## config.mk

```make
export PLATFORM = sky130hd
export DESIGN_NAME = reset_sequencer
export DESIGN_NICKNAME = d
export VERILOG_FILES = /design/src/rtl/reset_seq_pkg.sv /design/src/rtl/cycle_timer.sv /design/src/rtl/reset_sequencer.sv
export SDC_FILE = /design/constraint.sdc
export NUM_CORES = 1
export LEC_CHECK = 0
export CAP_MARGIN = 20
export CORE_ASPECT_RATIO = 0.6
export CORE_MARGIN = 10
export CORE_UTILIZATION = 54
export CTS_BUF_LIST = sky130_fd_sc_hd__clkbuf_8
export DETAILED_ROUTE_END_ITERATION = 6
export PLACE_DENSITY = 0.78
export SETUP_SLACK_MARGIN = 0.15
export SLEW_MARGIN = 10
export SYNTH_ARGS = -nofsm -noshare
export SYNTH_HDL_FRONTEND = slang
export SYNTH_SLANG_ARGS = --single-unit
```

## constraint.sdc

```tcl
create_clock -name clk -period 1.9 [get_ports clk]
set_input_delay 0.38 -clock clk [delete_from_list [all_inputs] [get_ports clk]]
set_output_delay 0.38 -clock clk [all_outputs]
set_load 0.005 [all_outputs]
```

## src/rtl/reset_seq_pkg.sv

```systemverilog
// rtl/reset_seq_pkg.sv - shared state type, parameter defaults and helpers for the reset sequencer
package reset_seq_pkg;

    typedef enum logic [2:0] {
        HOLD     = 3'd0,
        COUNT    = 3'd1,
        RELEASE  = 3'd2,
        WAIT_ACK = 3'd3,
        DONE     = 3'd4
    } state_t;

    localparam int DEF_HOLD_CYCLES = 1000;
    localparam int DEF_GAP_CYCLES  = 16;
    localparam int DEF_ACK_TIMEOUT = 4096;

    // Largest of three cycle counts; sizes the shared timer.
    function automatic int max3(input int a, input int b, input int c);
        int m;
        m = (a > b) ? a : b;
        return (m > c) ? m : c;
    endfunction

endpackage

```

## src/rtl/cycle_timer.sv

```systemverilog
// rtl/cycle_timer.sv - clearable incrementing counter with terminal-count compare
module cycle_timer #(
    parameter int WIDTH = 4
) (
    input  logic             clk,
    input  logic             reset,
    input  logic             clear,
    input  logic             inc,
    input  logic [WIDTH-1:0] term,
    output logic             at_term
);

    logic [WIDTH-1:0] count;

    // Clear has priority over increment so every state/stage change restarts from zero.
    always_ff @(posedge clk) begin
        if (reset || clear) begin
            count <= '0;
        end else if (inc) begin
            count <= count + WIDTH'(1);
        end
    end

    assign at_term = (count == term);

endmodule

```

## src/rtl/reset_sequencer.sv

```systemverilog
// rtl/reset_sequencer.sv - staged multi-domain reset release with init handshake and timeout
module reset_sequencer
    import reset_seq_pkg::*;
#(
    parameter int NUM_STAGES  = 4,
    parameter int HOLD_CYCLES = DEF_HOLD_CYCLES,
    parameter int GAP_CYCLES  = DEF_GAP_CYCLES,
    parameter int ACK_TIMEOUT = DEF_ACK_TIMEOUT
) (
    input  logic                  clk,
    input  logic                  reset,
    input  logic                  rst_req,
    input  logic                  init_done,
    output logic [NUM_STAGES-1:0] rst_out,
    output logic                  ready,
    output logic                  timeout_err
);

    localparam int CNT_W = $clog2(max3(HOLD_CYCLES, GAP_CYCLES, ACK_TIMEOUT)) + 1;
    localparam int IDX_W = (NUM_STAGES > 1) ? $clog2(NUM_STAGES) : 1;

    // Terminal counts are one less than the cycle counts since the timer starts at 0.
    localparam logic [CNT_W-1:0] HOLD_TERM = CNT_W'((HOLD_CYCLES > 0) ? HOLD_CYCLES - 1 : 0);
    localparam logic [CNT_W-1:0] GAP_TERM  = CNT_W'((GAP_CYCLES  > 0) ? GAP_CYCLES  - 1 : 0);
    localparam logic [CNT_W-1:0] ACK_TERM  = CNT_W'((ACK_TIMEOUT > 0) ? ACK_TIMEOUT - 1 : 0);

    // Index of the stage whose gap expiry releases the final stage.
    localparam logic [IDX_W-1:0] LAST_GAP_IDX = IDX_W'((NUM_STAGES > 1) ? NUM_STAGES - 2 : 0);

    // With no gap (or a single domain) every stage releases on the hold expiry.
    localparam bit SKIP_RELEASE = (GAP_CYCLES == 0) || (NUM_STAGES == 1);

    localparam logic [NUM_STAGES-1:0] ALL_ONES = '1;

    state_t                  state_q, state_d;
    logic [IDX_W-1:0]        idx_q, idx_d;
    logic [NUM_STAGES-1:0]   rst_out_d;
    logic                    ready_d;
    logic                    timeout_err_d;
    logic                    tmr_clear, tmr_inc, tmr_at_term;
    logic [CNT_W-1:0]        tmr_term;

    cycle_timer #(.WIDTH(CNT_W)) u_timer (
        .clk     (clk),
        .reset   (reset),
        .clear   (tmr_clear),
        .inc     (tmr_inc),
        .term    (tmr_term),
        .at_term (tmr_at_term)
    );

    // All outputs are flops so the domain resets never glitch.
    always_ff @(posedge clk) begin
        if (reset) begin
            state_q     <= HOLD;
            idx_q       <= '0;
            rst_out     <= ALL_ONES;
            ready       <= 1'b0;
            timeout_err <= 1'b0;
        end else begin
            state_q     <= state_d;
            idx_q       <= idx_d;
            rst_out     <= rst_out_d;
            ready       <= ready_d;
            timeout_err <= timeout_err_d;
        end
    end

    // Next state, next registered outputs and timer control.
    always_comb begin
        state_d       = state_q;
        idx_d         = idx_q;
        rst_out_d     = rst_out;
        timeout_err_d = timeout_err;
        tmr_clear     = 1'b1;
        tmr_inc       = 1'b0;
        tmr_term      = HOLD_TERM;

        if (rst_req) begin
            state_d   = HOLD;
            idx_d     = '0;
            rst_out_d = ALL_ONES;
        end else begin
            case (state_q)
                HOLD: begin
                    state_d   = COUNT;
                    rst_out_d = ALL_ONES;
                end
                COUNT: begin
                    tmr_term = HOLD_TERM;
                    if (tmr_at_term) begin
                        idx_d = '0;
                        if (SKIP_RELEASE) begin
                            state_d   = WAIT_ACK;
                            rst_out_d = '0;
                        end else begin
                            state_d   = RELEASE;
                            rst_out_d = ALL_ONES << 1;
                        end
                    end else begin
                        tmr_clear = 1'b0;
                        tmr_inc   = 1'b1;
                    end
                end
                RELEASE: begin
                    tmr_term = GAP_TERM;
                    if (tmr_at_term) begin
                        if (idx_q == LAST_GAP_IDX) begin
                            state_d   = WAIT_ACK;
                            rst_out_d = '0;
                        end else begin
                            idx_d     = idx_q + IDX_W'(1);
                            rst_out_d = rst_out << 1;
                        end
                    end else begin
                        tmr_clear = 1'b0;
                        tmr_inc   = 1'b1;
                    end
                end
                WAIT_ACK: begin
                    tmr_term  = ACK_TERM;
                    rst_out_d = '0;
                    if (init_done) begin
                        state_d = DONE;
                    end else if (tmr_at_term) begin
                        state_d       = DONE;
                        timeout_err_d = 1'b1;
                    end else begin
                        tmr_clear = 1'b0;
                        tmr_inc   = 1'b1;
                    end
                end
                DONE: begin
                    rst_out_d = '0;
                end
                default: begin
                    state_d   = HOLD;
                    idx_d     = '0;
                    rst_out_d = ALL_ONES;
                end
            endcase
        end

        ready_d = (state_d == DONE);
    end

endmodule

```

==> insert_results.sql, run 1 <==
INSERT INTO impl_metrics (metric_group, metric, value, unit) VALUES
('logic_synthesis', 'synth.ff_latch_count', '24', ''),
('setup_path', 'endpoint_kind_of_the_worst_setup_timing_path', 'flop', ''),
('timing', 'setup_total_negative_slack', '-3.19', 'ns'),
('cells_and_area', 'ff_latch_area', '494', 'sq um'),
('place', 'globalplace.congestion', '0.896', ''),
('timing', 'final.min_clock_period', '2.13', 'ns'),
('grt', 'grtUsageTotal', '14.4', '%'),
('timing', 'max_slew_margin', '69.5', '%'),
('timing', 'number_of_pins_with_negative_max_slew_slack_in_the_final_report', '0', ''),
('logic_synthesis', 'synthesis.nets', '156', ''),
('detailed_routing', 'drc_errors', '0', ''),
('grt', 'grt_pass1_vias', '1156', ''),
('logic_synthesis', 'synthFlopType', 'dfxtp_1', ''),
('timing', 'max_clock_freq', '470', 'MHz'),
('grt', 'grt_pass1_wl', '5760', 'um'),
('setup_path', 'timing.critical_path.arrival', '2.34', 'ns'),
('cts', 'total_cts_buffers', '3', ''),
('detailed_routing', 'routed_wire_length_per_instance', '23.7', 'um'),
('detailed_routing', 'ant_nets', '0', ''),
('die', 'floorplan.die_area', '0.00478', 'sq mm'),
('logic_synthesis', 'count_of_flip_flops_with_a_built_in_enable_after_synthesis', '0', ''),
('timing', 'grt_setup_unrepaired', 'true', ''),
('logic_synthesis', 'yosysWarningCount', '0', ''),
('detailed_routing', 'wl', '5270', 'um'),
('cts', 'clock_tree.htree_level_count', '1', ''),
('min_path', 'worst_hold_path_type', 'flop to flop', ''),
('cts', 'clk_latency', '0.28', 'ns'),
('grt', 'number_of_antenna_violations_at_the_first_check_in_global_routing', '0', ''),
('logic_synthesis', 'netlist_cell_types', '44', ''),
('cells_and_area', 'nets', '199', ''),
('detailed_routing', 'detail_route.first_pass.iterations', '4', ''),
('die', 'initial_utilization', '57.9', '%'),
('cells_and_area', 'post-route-util', '86.3', '%'),
('run_status', 'failed_checks', 'negative setup slack', ''),
('flow_run', 'max_cap_violations', '0', ''),
('timing', 'timing_worst_slew_pin_value', '0.453', 'ns'),
('power_and_ir_drop', 'cellPowerDensity', '496', 'mW/mm^2'),
('die', 'num_rows', '13', ''),
('detailed_routing', 'vias_per_cell', '6.58', ''),
('grt', 'overflow', '0', ''),
('timing', 'setup_viol', '24', ''),
('detailed_routing', 'first_iter_violations', '256', ''),
('logic_synthesis', 'synthesis.area_per_instance', '8.53', 'sq um'),
('setup_path', 'crit_fanout', '8', ''),
('timing', 'layout_worst_path_cycle_share', '112', '%'),
('timing', 'layout_setup_ws', '-0.229', 'ns'),
('timing', 'final_hold_viol_count', '0', ''),
('power_and_ir_drop', 'static-leakage-power', '0.000723', 'uW'),
('cells_and_area', 'area_growth_syn_to_layout', '49.2', '%'),
('cts', 'clock_tree.buffer_depth', '2', ''),
('place', 'detailed_place_hpwl', '2480', 'um'),
('cts', 'cts_sinks', '24', ''),
('die', 'pin_count', '10', ''),
('grt', 'grt_max_degree', '14', ''),
('logic_synthesis', 'postSynthCellCount', '150', ''),
('cts', 'cts-hold-fix-buffers', '0', ''),
('timing', 'skew', '0.00393', 'ns'),
('setup_path', 'worstSetupStartpointType', 'flop', ''),
('power_and_ir_drop', 'max-vdd-ir-drop', '455', 'uV'),
('detailed_routing', 'dr_total_vias', '1461', ''),
('run_status', 'status', 'finished with violations', ''),
('logic_synthesis', 'async_flop_share', '0', '%'),
('setup_path', 'worstPathRequired', '2.11', 'ns'),
('logic_synthesis', 'mappedNetlistArea', '0.00128', 'sq mm'),
('cells_and_area', 'fillCellCount', '99', ''),
('cells_and_area', 'layout-drive-gt1-share', '41.7', '%'),
('cells_and_area', 'diode_insertion_count_for_antenna_repair', '0', ''),
('cts', 'cts_root_buffer', 'clkbuf_8', ''),
('die', 'fp.dieW', '82.9', 'um'),
('setup_path', 'timing.setup.critical_path_class', 'flop to flop', ''),
('die', 'die_height', '57.7', 'um'),
('logic_synthesis', 'synth-seq-area-share', '37.5', '%'),
('cells_and_area', 'area_of_the_multi_input_gates', '948', 'sq um'),
('die', 'design.core.area', '0.00221', 'sq mm'),
('cts', 'path_clk_slew', '0.09', 'ns'),
('place', 'io_buffers', '9', ''),
('cts', 'cts_tree', 'done', '');
## final timing paths
path	start	end	slack [ns]	depth (start not counted)
setup / recovery	state_q[1]	u_timer.count[12]	-0.23	8
hold reg to reg	u_timer.count[0]	u_timer.count[0]	0.46	1
hold / removal	u_timer.count[0]	u_timer.count[0]	0.46	1
setup reg to reg	state_q[1]	u_timer.count[12]	-0.23	8
## cells by family after synthesis
| group | after synthesis | share of synthesized area, % |
|---|---|---|
| compound gates | 28 | 17.3 |
| xor+xnor | 10 | 6.84 |
| fa+ha+maj | 2 | 1.95 |
| buf+inv | 11 | 4.20 |
| flops | 24 | 37.5 |
| mux | 3 | 2.35 |
| simple gates | 72 | 29.8 |
## report_power, final
part | total [uW] | switching (uW) | leakage, uW | internal (uW)
registers | 507 | 4.24 | 0.000198 | 503
clock network | 365 | 179 | 0.0000288 | 186
logic | 75.8 | 42.6 | 0.000496 | 33.2
## layout make-up
class	count	share of cell area (%)
multi-input combinational	116	49.7
sequential	24	25.9
timing repair buffer	42	18.4
clock buffer	4	2.88
tap	30	1.97
inverter	6	1.18
## cells in the final DEF (no fill, tap or decap), drive strengths merged, types with 4 or more instances in the layout
cell,instances
buf,33
o21ai,4
nor3,4
nand3,5
xor2,6
nand2,21
inv,6
dfxtp,24
clkbuf,4
clkdlybuf4s50,8
a21oi,8
xnor2,4
nor2,21
## sequential cells by signal (all words and copies together) (netlist names)
| signal | cells |
|---|---|
| timeout_err | 1 |
| rst_out | 4 |
| state_q | 3 |
| idx_q | 2 |
| ready | 1 |
| u_timer.count | 13 |
## cells in the mapped netlist (2+ instances only)
cell | instances | area share (%)
o2111ai_1 | 2 | 1.4
or2_2 | 2 | 0.98
mux2i_1 | 3 | 2.3
nor3_1 | 3 | 1.2
nand4_1 | 2 | 0.98
and3_1 | 2 | 0.98
nand2_1 | 21 | 6.2
o21ai_0 | 4 | 1.6
inv_1 | 6 | 1.8
a21boi_0 | 2 | 1.2
o21a_1 | 2 | 1.2
o22ai_1 | 2 | 0.98
xor2_1 | 6 | 4.1
ha_1 | 2 | 2.0
nor3b_1 | 2 | 1.2
dfxtp_1 | 24 | 38
nor2_1 | 21 | 6.2
or4_1 | 3 | 1.8
a21oi_1 | 7 | 2.7
nand3_1 | 5 | 2.0
xnor2_1 | 4 | 2.7
buf_2 | 3 | 1.2
## routing by layer
layer	GRT usage, %	vias up	share of wire [%]
li1	-	612	-
met1	19.0	686	39
met2	22.5	125	45
met3	4.32	38	12
met4	3.62	0	4.7
met5	0	-	0
## stage by stage
stage	area (sq um)	setup WS (ns)	instances	power, uW	hold WS [ns]
5_1_grt	1910	-0.261	222	965	0.468
3_3_place_gp	1560	-0.427	206	576	0.432
4_1_cts	1720	-0.0964	215	932	0.467
2_1_floorplan	1300	0.0295	150	553	0.424
3_5_place_dp	1560	-0.477	206	578	0.444
6_report	1910	-0.229	222	948	0.458
## what timing repair did
| action | CTS | global route |
|---|---|---|
| resized for setup | 18 | 30 |
| setup buffers | 4 | 7 |
| cloned | 1 | 0 |
| pin swaps | 8 | 8 |
| setup endpoints to repair | 24 | 24 |
## worst max-delay path, stage by stage (launching register included)
cell and delay [ns]:
dfxtp_2 0.44, nor3b_4 0.29, nor4_4 0.09, a31oi_4 0.32, buf_4 0.18, buf_6 0.09, o2111ai_4 0.13, or3_1 0.41
a21oi_2 0.12
(Power assumes the default switching activity.)
==> inputs of run 2 (changes only) <==
- CTS_CLUSTER_SIZE: unset -> 24
==> results of run 2 <==
Same layout as run 1: the final DEF is identical, and so are final timing and power.
==> inputs of run 3 (changes only) <==
--- a/config.mk
+++ b/config.mk
@@ -14,2 +14,3 @@
 export DETAILED_ROUTE_END_ITERATION = 6
+export GPL_ROUTABILITY_DRIVEN = 0
 export PLACE_DENSITY = 0.78
--- a/constraint.sdc
+++ b/constraint.sdc
@@ -3,2 +3,2 @@
 set_output_delay 0.38 -clock clk [all_outputs]
-set_load 0.005 [all_outputs]
+set_load 0.1 [all_outputs]
==> run 3 against run 2 <==
Effect of this change: the flow still finishes with violations (negative setup slack); hold slack improved by 0.0062 ns; clock power shrank 18%; sequential share of layout area up 1.5 points; final cell count decreased by 3.6%; core utilization down 4.8 points; flip-flop and latch count unchanged; register-to-register slack about the same; power is 7.0% lower; sequential power barely moved; critical endpoint is now rst_out[1]; highest routed layer unchanged.
==> insert_results.sql, run 3 (synthesis gave the netlist of run 1 again) <==
INSERT INTO impl_metrics (metric_group, metric, value, unit) VALUES
('run_status', 'status', 'finished with violations', ''),
('run_status', 'failed_checks', 'negative setup slack', ''),
('die', 'fp.dieW', '82.9', 'um'),
('detailed_routing', 'detail_route.first_pass.iterations', '6', ''),
('cts', 'cts_root_buffer', 'clkbuf_8', ''),
('detailed_routing', 'wl', '4690', 'um'),
('setup_path', 'endpoint_kind_of_the_worst_setup_timing_path', 'flop', ''),
('timing', 'final_hold_viol_count', '0', ''),
('power_and_ir_drop', 'power_switching_share', '23.1', '%'),
('timing', 'final.min_clock_period', '2.13', 'ns'),
('setup_path', 'timing.critical_path.arrival', '2.29', 'ns'),
('grt', 'grt_pass1_vias', '1351', ''),
('cts', 'clock_tree.buffer_depth', '2', ''),
('timing', 'layout_worst_path_cycle_share', '112', '%'),
('die', 'pin_count', '10', ''),
('cells_and_area', 'largest_registers', 'u_timer.count x13, rst_out x4, state_q x3', ''),
('grt', 'number_of_antenna_violations_at_the_first_check_in_global_routing', '0', ''),
('timing', 'max_slew_margin', '67.0', '%'),
('die', 'die_height', '57.7', 'um'),
('detailed_routing', 'routed_wire_length_per_instance', '21.9', 'um'),
('grt', 'grt_max_degree', '13', ''),
('setup_path', 'timing.setup.critical_path_class', 'flop to flop', ''),
('detailed_routing', 'dr_total_vias', '1428', ''),
('place', 'detailed_place_hpwl', '2530', 'um'),
('cells_and_area', 'area_growth_syn_to_layout', '40.9', '%'),
('cells_and_area', 'design_area', '0.00180', 'sq mm'),
('grt', 'overflow', '0', ''),
('power_and_ir_drop', 'static-leakage-power', '0.000687', 'uW'),
('setup_path', 'worstPathRequired', '2.05', 'ns'),
('cts', 'total_cts_buffers', '3', ''),
('setup_path', 'crit_fanout', '6', ''),
('timing', 'grt_setup_unrepaired', 'true', ''),
('die', 'num_rows', '13', ''),
('power_and_ir_drop', 'power.switching', '204', 'uW'),
('power_and_ir_drop', 'share_clk_of_total_power', '33.9', '%'),
('cells_and_area', 'layout_commonest_cell', 'buf_4', ''),
('cells_and_area', 'layout-drive-gt1-share', '40.8', '%'),
('detailed_routing', 'ant_nets', '0', ''),
('timing', 'number_of_pins_with_negative_max_slew_slack_in_the_final_report', '0', ''),
('power_and_ir_drop', 'cellPowerDensity', '489', 'mW/mm^2'),
('power_and_ir_drop', 'comb_power_share', '8.7', '%'),
('power_and_ir_drop', 'p_int', '678', 'uW'),
('cells_and_area', 'nets', '192', ''),
('cts', 'cts_sinks', '24', ''),
('grt', 'grt_pass1_wl', '6800', 'um'),
('cells_and_area', 'layout_common_cells', 'buf_4 (30), nand2_1 (21), dfxtp_1 (18)', ''),
('detailed_routing', 'vias_per_cell', '6.67', ''),
('grt', 'grtUsageTotal', '17.2', '%'),
('power_and_ir_drop', 'power.share.sequential', '57.4', '%'),
('detailed_routing', 'drc_errors', '0', ''),
('place', 'io_buffers', '9', ''),
('timing', 'timing_worst_slew_pin_value', '0.493', 'ns'),
('min_path', 'worst_hold_path_type', 'flop to flop', ''),
('cells_and_area', 'largest-register', 'u_timer.count', ''),
('die', 'floorplan.die_area', '0.00478', 'sq mm'),
('timing', 'setup_viol', '23', ''),
('cts', 'cts-hold-fix-buffers', '0', ''),
('detailed_routing', 'first_iter_violations', '274', ''),
('cts', 'path_clk_slew', '0.08', 'ns'),
('timing', 'layout_setup_ws', '-0.233', 'ns'),
('flow_run', 'max_cap_violations', '0', ''),
('die', 'initial_utilization', '57.9', '%'),
('power_and_ir_drop', 'max-vdd-ir-drop', '511', 'uV'),
('timing', 'max_clock_freq', '469', 'MHz'),
('timing', 'setup_total_negative_slack', '-2.96', 'ns'),
('cts', 'clk_latency', '0.26', 'ns'),
('cells_and_area', 'diode_insertion_count_for_antenna_repair', '0', ''),
('cts', 'cts_tree', 'done', ''),
('die', 'design.core.area', '0.00221', 'sq mm'),
('cells_and_area', 'fillCellCount', '125', ''),
('setup_path', 'timing.reg2reg.setup_slack', '-0.23', 'ns'),
('place', 'detailed_place.area', '0.00154', 'sq mm'),
('cells_and_area', 'largest_register_ffs', '13', ''),
('setup_path', 'worstSetupStartpointType', 'flop', ''),
('cts', 'clock_tree.htree_level_count', '1', ''),
('timing', 'skew', '0.00283', 'ns');
## run 3: cell count changes in the layout (fill, tap and decap cells not counted), moves of 2 or more
cell             change
clkdlybuf4s50_1      -6
buf_6                -3
nor2_2               +3
nor2_1               -2
## run 3: final cells by class
| type | count | area, sq um | area share, % |
|---|---|---|---|
| well taps | 30 | 37.5 | 2.08 |
| repair buffers | 35 | 285 | 15.8 |
| multi-input cells | 116 | 923 | 51.2 |
| flip-flops and latches | 24 | 493 | 27.3 |
| inverters | 6 | 22.5 | 1.25 |
| clock buffers | 3 | 41.3 | 2.29 |
## run 3: critical path: stages (launching register included)
cell and delay, ns:
dfxtp_1 0.35, or4_1 0.54, o21ai_1 0.20, a31oi_4 0.20
o31ai_4 0.25, buf_4 0.17, mux2i_1 0.23, nand2_1 0.08
## run 3: final timing paths
kind / from / to / cells past startpoint
worst min-delay path: u_timer.count[0] / u_timer.count[0] / 1
worst max register to register: u_timer.count[7] / rst_out[1] / 7
worst max-delay path: u_timer.count[7] / rst_out[1] / 7
worst min register to register: u_timer.count[0] / u_timer.count[0] / 1
## run 3: power by group through the flow
| stage | Clock [uW] | Combinational (uW) | Sequential [uW] |
|---|---|---|---|
| detailed placement | 0 | 56.4 | 520 |
| global route | 318 | 79.8 | 506 |
| finish | 299 | 76.4 | 506 |
| floorplan | 0 | 35.3 | 517 |
| global placement | 0 | 54.3 | 520 |
| CTS | 300 | 67.3 | 507 |
## run 3: stage by stage
| stage | instances | utilization [%] | hold slack (ns) | worst slack (ns) | total power, uW |
|---|---|---|---|---|---|
| after floorplan | 150 | - | 0.424 | 0.0295 | 552 |
| after global placement | 204 | 69.6 | 0.430 | -0.413 | 574 |
| after detailed placement | 204 | 69.6 | 0.464 | -0.460 | 576 |
| after CTS | 213 | 77.5 | 0.485 | -0.171 | 875 |
| after global routing | 214 | 81.5 | 0.495 | -0.254 | 904 |
| final | 214 | 81.5 | 0.464 | -0.233 | 882 |
## run 3: layer usage
| metal | part of all wire, % | wire length (um) | global-route usage (%) |
|---|---|---|---|
| met3 | 12 | 565 | 5.44 |
| met4 | 7.6 | 359 | 6.52 |
| met1 | 38 | 1800 | 20.3 |
| met5 | 0 | 0 | 0 |
| met2 | 42 | 1970 | 28.8 |
## run 3: repair_timing
item	in CTS	in global routing
gates cloned	1	0
pin swaps	10	10
endpoints found under the setup margin	24	24
gates resized for setup	18	22
setup buffers	5	1
